<file path="config.mk">
export PLATFORM = sky130hd
export DESIGN_NAME = prog_delay_line
export DESIGN_NICKNAME = d
export VERILOG_FILES = /design/src/rtl/prog_delay_line.sv
export SDC_FILE = /design/constraint.sdc
export NUM_CORES = 1
export LEC_CHECK = 0
export ABC_AREA = 1
export CAP_MARGIN = 20
export CORE_AREA = 5 5 292 294
export DETAILED_ROUTE_END_ITERATION = 16
export DIE_AREA = 0 0 297 299
export GPL_TIMING_DRIVEN = 0
export SKIP_CTS_REPAIR_TIMING = 1
export SYNTH_ARGS = -nofsm -noshare
export SYNTH_HDL_FRONTEND = slang
export SYNTH_SLANG_ARGS = --single-unit
</file>
<file path="constraint.sdc">
create_clock -name clk -period 48.1 [get_ports clk]
set_clock_uncertainty 0.15 [all_clocks]
set_input_delay 9.62 -clock clk [delete_from_list [all_inputs] [get_ports clk]]
set_output_delay 9.62 -clock clk [all_outputs]
set_load 0.02 [all_outputs]
</file>
<file path="src/rtl/prog_delay_line.sv">
// ---------------------------------------------------------------------------
// prog_delay_line
//
// Multi-channel pipeline delay line whose active delay is chosen at runtime.
// The physical depth is MAX_DELAY stages. Each stage holds one sample for
// every channel plus a shared valid bit. The output is a combinational tap on
// stage (dly_cur-1). After each accepted delay change, a blanking window
// suppresses q_valid. This keeps stale samples, which were aligned for the
// old delay, from being presented as valid.
//
// Ports
//   clk       in   rising-edge clock
//   rst       in   synchronous active-low reset
//   en        in   whole-pipeline advance enable
//   in_valid  in   qualifies d
//   d         in   CHANNELS*WIDTH input samples, channel n at [n*WIDTH +: WIDTH]
//   flush     in   clear pipeline contents and blanking counter
//   dly_load  in   strobe requesting a new delay
//   dly_set   in   requested delay (legal range 1..MAX_DELAY)
//   q         out  delayed samples
//   q_valid   out  qualifies q (forced low while busy)
//   dly_cur   out  active delay
//   busy      out  blanking window active
//   dly_err   out  one-cycle pulse after a rejected load request
// ---------------------------------------------------------------------------
module prog_delay_line #(
    parameter int WIDTH     = 16,
    parameter int CHANNELS  = 2,
    parameter int MAX_DELAY = 16,
    parameter int DLY_W     = 5
) (
    input  logic                         clk,
    input  logic                         rst,
    input  logic                         en,
    input  logic                         in_valid,
    input  logic [CHANNELS*WIDTH-1:0]    d,
    input  logic                         flush,
    input  logic                         dly_load,
    input  logic [DLY_W-1:0]             dly_set,
    output logic [CHANNELS*WIDTH-1:0]    q,
    output logic                         q_valid,
    output logic [DLY_W-1:0]             dly_cur,
    output logic                         busy,
    output logic                         dly_err
);

    localparam int                 DW    = CHANNELS * WIDTH;
    localparam logic [DLY_W-1:0]   MAX_D = DLY_W'(MAX_DELAY);

    logic [DW-1:0]        data_q [MAX_DELAY];
    logic [MAX_DELAY-1:0] vld_q;
    logic [DLY_W-1:0]     dly_cur_q, dly_cur_d;
    logic [DLY_W-1:0]     blank_q, blank_d;
    logic                 err_q, err_d;
    logic                 load_ok;
    logic                 tap_vld;

    // Control next-state logic. dly_load is evaluated independently of
    // flush and en. An accepted load overrides flush's clear of the counter.
    always_comb begin
        load_ok   = dly_load && (dly_set != '0) && (dly_set <= MAX_D);
        dly_cur_d = load_ok ? dly_set : dly_cur_q;
        blank_d   = blank_q;
        if (flush) begin
            blank_d = '0;
        end else if (en && (blank_q != '0)) begin
            blank_d = blank_q - DLY_W'(1);
        end
        if (load_ok) begin
            blank_d = dly_set;
        end
        err_d = dly_load && !load_ok;
    end

    // Sample storage. Flush wins over en, so a flushing edge captures nothing.
    // NOTE: the stage data is reset along with the valids because a
    // freshly reset line must present q=0. This makes it a flop array, not a
    // RAM, which is acceptable at delay-line depths.
    always_ff @(posedge clk) begin
        if (!rst || flush) begin
            for (int i = 0; i < MAX_DELAY; i++) begin
                data_q[i] <= '0;
            end
            vld_q <= '0;
        end else if (en) begin
            data_q[0] <= d;
            for (int i = 1; i < MAX_DELAY; i++) begin
                data_q[i] <= data_q[i-1];
            end
            vld_q <= {vld_q[MAX_DELAY-2:0], in_valid};
        end
    end

    // Delay setting, blanking counter and error pulse.
    always_ff @(posedge clk) begin
        if (!rst) begin
            dly_cur_q <= MAX_D;
            blank_q   <= '0;
            err_q     <= 1'b0;
        end else begin
            dly_cur_q <= dly_cur_d;
            blank_q   <= blank_d;
            err_q     <= err_d;
        end
    end

    // Output tap. This is a compare-select over all stages rather than an
    // indexed read, so an out-of-range dly_cur can never address past the
    // array (it cannot arise, but the mux stays well defined).
    // NOTE: q and tap_vld get defaults before the loop, so no latch is
    // inferred for unmatched delay values.
    always_comb begin
        q       = '0;
        tap_vld = 1'b0;
        for (int i = 0; i < MAX_DELAY; i++) begin
            if (dly_cur_q == DLY_W'(i + 1)) begin
                q       = data_q[i];
                tap_vld = vld_q[i];
            end
        end
    end

    assign busy    = (blank_q != '0);
    assign q_valid = tap_vld && !busy;
    assign dly_cur = dly_cur_q;
    assign dly_err = err_q;

endmodule

</file>
### Word-level counts from Yosys, hierarchy flattened

Memory sizes are Yosys's and may differ from the RTL's.
Cells that the tools add are included.

* flip-flop bits (word level): 27
* input bits: 43
* bits in writable memories: 512
* memories: 1
* word-level logic and storage cells: 107

* $lt $le $gt $ge: 1
* reductions and logical operators: 12
* add/subtract/negate cells: 1
* equal/unequal tests: 16
* multiplexer cells: 56
* bitwise operators: 16

Memories
* data_q: depth 16, width 32, read ports 16, clocked after Yosys merged registers in 0, wr ports 16, RTL line 50 `logic [DW-1:0] data_q [MAX_DELAY];`

Operator list (number)
* $mux W32: 32
* $eq A5 B4 Y1 const B: 8
* $mux W1: 21
* $eq A5 B3 Y1 const B: 4
* $or A1 B1 Y1: 16
* $mux W5: 3
* $eq A5 B2 Y1 const B: 2
* $reduce_bool A5 Y1: 2
* $eq A5 B1 Y1 const B: 1
* $eq A5 B5 Y1 const B: 1
* $le A5 B5 Y1 const B: 1
* $logic_and A1 B1 Y1: 5
* $sub A5 B1 Y5 const B: 1
* $logic_not A1 Y1: 3
* $reduce_bool A3 Y1: 1
* $logic_or A1 B1 Y1: 1

### Longest topological paths before layout

* word-level depth: 18
* gate-level depth with buffers: 15
* mapped depth without buffers: 14

### Worst setup path after synthesis

No wires, ideal clock.

* kind: in2reg
* start point: input rst
* end point: memory data_q[0][0] in the netlist's numbering, enable pin
* data arrival time: 24197 ps
* setup slack: 22677 ps
* stages: 6
* path buffers: 2
* cell sequence: inv_1 > nor2_1 > inv_1 > or2_2 > clkbuf_1 > clkbuf_1

RTL lines
* start: declaration: RTL line 33 `input logic rst,`
* end: declaration: RTL line 50

### Worst setup path in the final report

* start point: register dly_cur_q[1], in the netlist dly_cur[1]
* end point: output q[29]

* cells in the longest elaborated chain, start to end: 17
* elaborated cells between the ends (all ways): 32
* classes of those cells: eq/ne: 16; mux: 16

RTL lines
* start: declaration: RTL line 52 `logic [DLY_W-1:0] dly_cur_q, dly_cur_d;`
* start signal: assignment: RTL line 101 `dly_cur_q <= dly_cur_d;`
* $eq A5 B1 Y1: RTL line 116 `if (dly_cur_q == DLY_W'(i + 1)) begin`
* $mux W32 (15 in series): RTL line 116
* $mux W32 (*): RTL line 116
* end: declaration: RTL line 40 `output logic [CHANNELS*WIDTH-1:0] q,`

Mark *: on every way between the ends. The rest lies on a longest branch, timed or not.

==> results.py <==
metrics = {
    "floorplan": {
        "die_h_um": 299,
        "design.die.area_sq_um": 88800,
        "dieWidth_um": 297,
        "start_util_pct": 29.7,
        "rows": 106,
        "core_sq_um": 82600,
        "io-pin-count": 83,
    },
    "worst_setup_path": {
        "crit_type": "reg2out",
        "path_cells": "inv_2 -> nor2_8 -> nand2_1 -> nor2_1 -> buf_2 -> clkbuf_1 -> a21oi_1 -> nand4_1 -> nand2_1 -> nand2_1 -> clkdlybuf4s50_1",
        "cp_slowest_cell": "clkdlybuf4s50_1",
        "startpoint_type": "flip-flop",
        "reg2reg_from": "dly_cur[0]",
        "slowest_delay_ns": 0.63,
        "crit_required_ns": 38.33,
        "rr_worst_depth": 4,
        "crit_fanout": 10,
        "reg2reg_slack_ns": 46.19,
        "r2r-end": "dly_cur[0]",
        "crit_top_cell": "nand2_1",
        "arrival_ns": 3.85,
        "cp-end-kind": "output port",
    },
    "route": {
        "wl_met2_mm": 26.3,
        "drtIter0Drc": 999,
        "wl_met1_mm": 24.6,
        "drt_pass1_iterations": 5,
        "num_vias": 16100,
        "wl_per_cell_um": 14.1,
        "highest_layer": "met4",
        "drcViolationCount": 0,
        "antenna_left": 0,
        "routed-wl-met3_mm": 3.06,
        "viasPerCell": 4.10,
        "wirelength_mm": 55.5,
    },
    "placed_design": {
        "finalWeightedCongestion": 0.833,
        "place_hpwl_mm": 41.8,
        "io_buffers": 82,
        "dp.cells": 3821,
    },
    "logic_synthesis": {
        "ys_seq_area_share_pct": 64.9,
        "synth.most_common_cell": "nor2_1",
        "synth_nets": 2695,
        "syn_inst": 2650,
        "synth_cell_type_count": 29,
        "syn_area_sq_um": 24500,
        "synth_commonest_cells": "603 x nor2_1, 572 x inv_1, 512 x edfxtp_1",
        "synth_ff_type": "edfxtp_1",
        "synthArstFlopShare_pct": 0,
        "synth-edff-count": 512,
        "syn_area_per_cell_sq_um": 9.26,
        "yosysWarnings": 0,
        "synth_top_area_share_pct": 62.7,
        "synthTopCellsByArea": "edfxtp_1 63%, nor2_1 9.2%, inv_1 8.8%",
        "synth_top_cell_by_area": "edfxtp_1",
        "synth-seq-cells": 539,
    },
    "run": {
        "maxCapViolations": 0,
    },
    "worst_hold_path": {
        "min_from": "vld_q[15]",
        "hold_path_class": "reg2reg",
        "hold_path_depth": 2,
        "whs_endpoint": "vld_q[15]",
    },
    "clock_network": {
        "cts.sinks": 539,
        "htree_levels": 2,
        "clk_transition_reported_paths_ns": 0.06,
        "numCtsBuffers": 56,
        "tritoncts": "done",
        "clock_latency_ns": 0.61,
        "ctsLongestPathBuffers": 3,
        "cts-root-buf": "clkbuf_16",
    },
    "sta": {
        "worst_pin_slew_ns": 0.942,
        "max_freq_mhz": 73.4,
        "period_minus_slack_ns": 13.62,
        "tns_ns": 0,
        "finalSetupViolations": 0,
        "fin_crit_sh_pct": 28.3,
        "slew_headroom_pct": 37.0,
        "slew_viol_final": 0,
        "finalHoldViolations": 0,
        "rsz0062_at_grt": "no",
    },
    "finish": {
        "final_cells": 3926,
        "nets": 2844,
        "n_antenna_cell": 0,
        "area_growth_pct": 16.8,
        "final_layout_size_suffix_gt1_share_pct": 4.64,
    },
    "global_routing": {
        "grt_pass1_vias": 15700,
        "grt_pass1_wl_mm": 88.0,
        "grt_max_degree": 66,
        "grt_overflow": 0,
        "grt_usage_pct": 12.4,
        "antenna_found_initial": 0,
    },
    "pwr": {
        "irDropWorstVdd_v": 0.0000267,
        "p_leak_nw": 10.8,
        "power_density_nw_per_um2": 35.1,
    },
    "run_status": {
        "outcome": "completed",
    },
}
==> report_power, final <==
part / switching [W] / leakage (nW) / internal [W]
Combinational: 0.0000362 / 3.78 / 0.0000172
Sequential: 0.00000900 / 6.18 / 0.000534
Clock: 0.000179 / 0.846 / 0.000231
==> metal layers <==
metal | up-vias | GRT usage (%)
met2 | 379 | 21.2
met1 | 7040 | 16.1
li1 | 8596 | -
met5 | - | 0
met3 | 85 | 2.03
met4 | 0 | 4.02
==> worst max-delay path: cells and delay by family (launching register included) <==
family | cells | cell delay (ns)
flops | 1 | 0.43
simple gates | 6 | 1.03
compound gates | 1 | 0.15
buf+inv | 4 | 1.61
==> state kept, by name, indices dropped and copies added (netlist names) <==
name     flops
dly_err      1
blank_q      5
dly_cur      5
data_q     512
vld_q       16
==> how the worst max path moves through the flow <==
| stage | start | endpoint | slack, ns | depth (start not counted) |
|---|---|---|---|---|
| after floorplan | rst | data_q[0][0] | 22.68 | 6 |
| after global placement | rst | data_q[0][58] | 16.36 | 7 |
| after detailed placement | rst | data_q[0][58] | 34.91 | 10 |
| after CTS | dly_cur[0] | q[11] | 34.39 | 13 |
| after global routing | dly_cur[0] | q[16] | 34.25 | 13 |
| final | dly_cur[1] | q[29] | 34.48 | 11 |
==> through the flow <==
step / utilization [%] / cell area [sq um] / setup slack [ns] / hold WS, ns / power, W
after floorplan: - / 24500 / 22.68 / 0.293 / 0.000592
after global placement: 32.3 / 26700 / 16.36 / 0.304 / 0.000617
after detailed placement: 32.6 / 26900 / 34.91 / 0.313 / 0.000607
after CTS: 34.7 / 28700 / 34.39 / 0.324 / 0.00102
after global routing: 34.7 / 28700 / 34.25 / 0.353 / 0.00104
final: 34.7 / 28700 / 34.48 / 0.328 / 0.00101
==> layout make-up <==
cell class	instances	area (sq um)
repair buffers	91	1050
multi-input cells	1413	5950
fillers	8316	54000
flip-flops and latches	539	15900
plain buffers	119	497
clock inverters	31	206
well taps	1080	1350
inverters	579	2170
clock buffers	74	1510
==> logic make-up after synthesis <==
kind of cell    Yosys count  share of synthesized area, %
simple gates           1254                          20.5
buf+inv                 698                          10.9
flops                   539                          64.9
compound gates          155                          3.62
xor+xnor                  2                        0.0714
fa+ha+maj                 2                         0.102
==> placed cells by master (no fill, tap or decap), types with 2 or more instances in the layout <==
master,n
buf_4,4
nor2_2,5
clkinv_4,2
buf_16,7
inv_1,572
nand2_1,508
nor2_1,603
buf_1,3
bufinv_16,2
clkinv_2,12
clkinv_1,14
a21oi_1,52
nand3_2,2
dfxtp_1,27
o22ai_1,15
or2_2,2
buf_12,2
buf_2,25
ha_1,2
clkbuf_1,102
o21ai_0,44
clkbuf_16,58
o21ai_1,5
clkdlybuf4s50_1,82
edfxtp_1,512
o211ai_1,34
nand4_1,79
nand3_1,51
a31oi_1,3
inv_2,7
nor3_1,2
(Power assumes the default switching activity.)
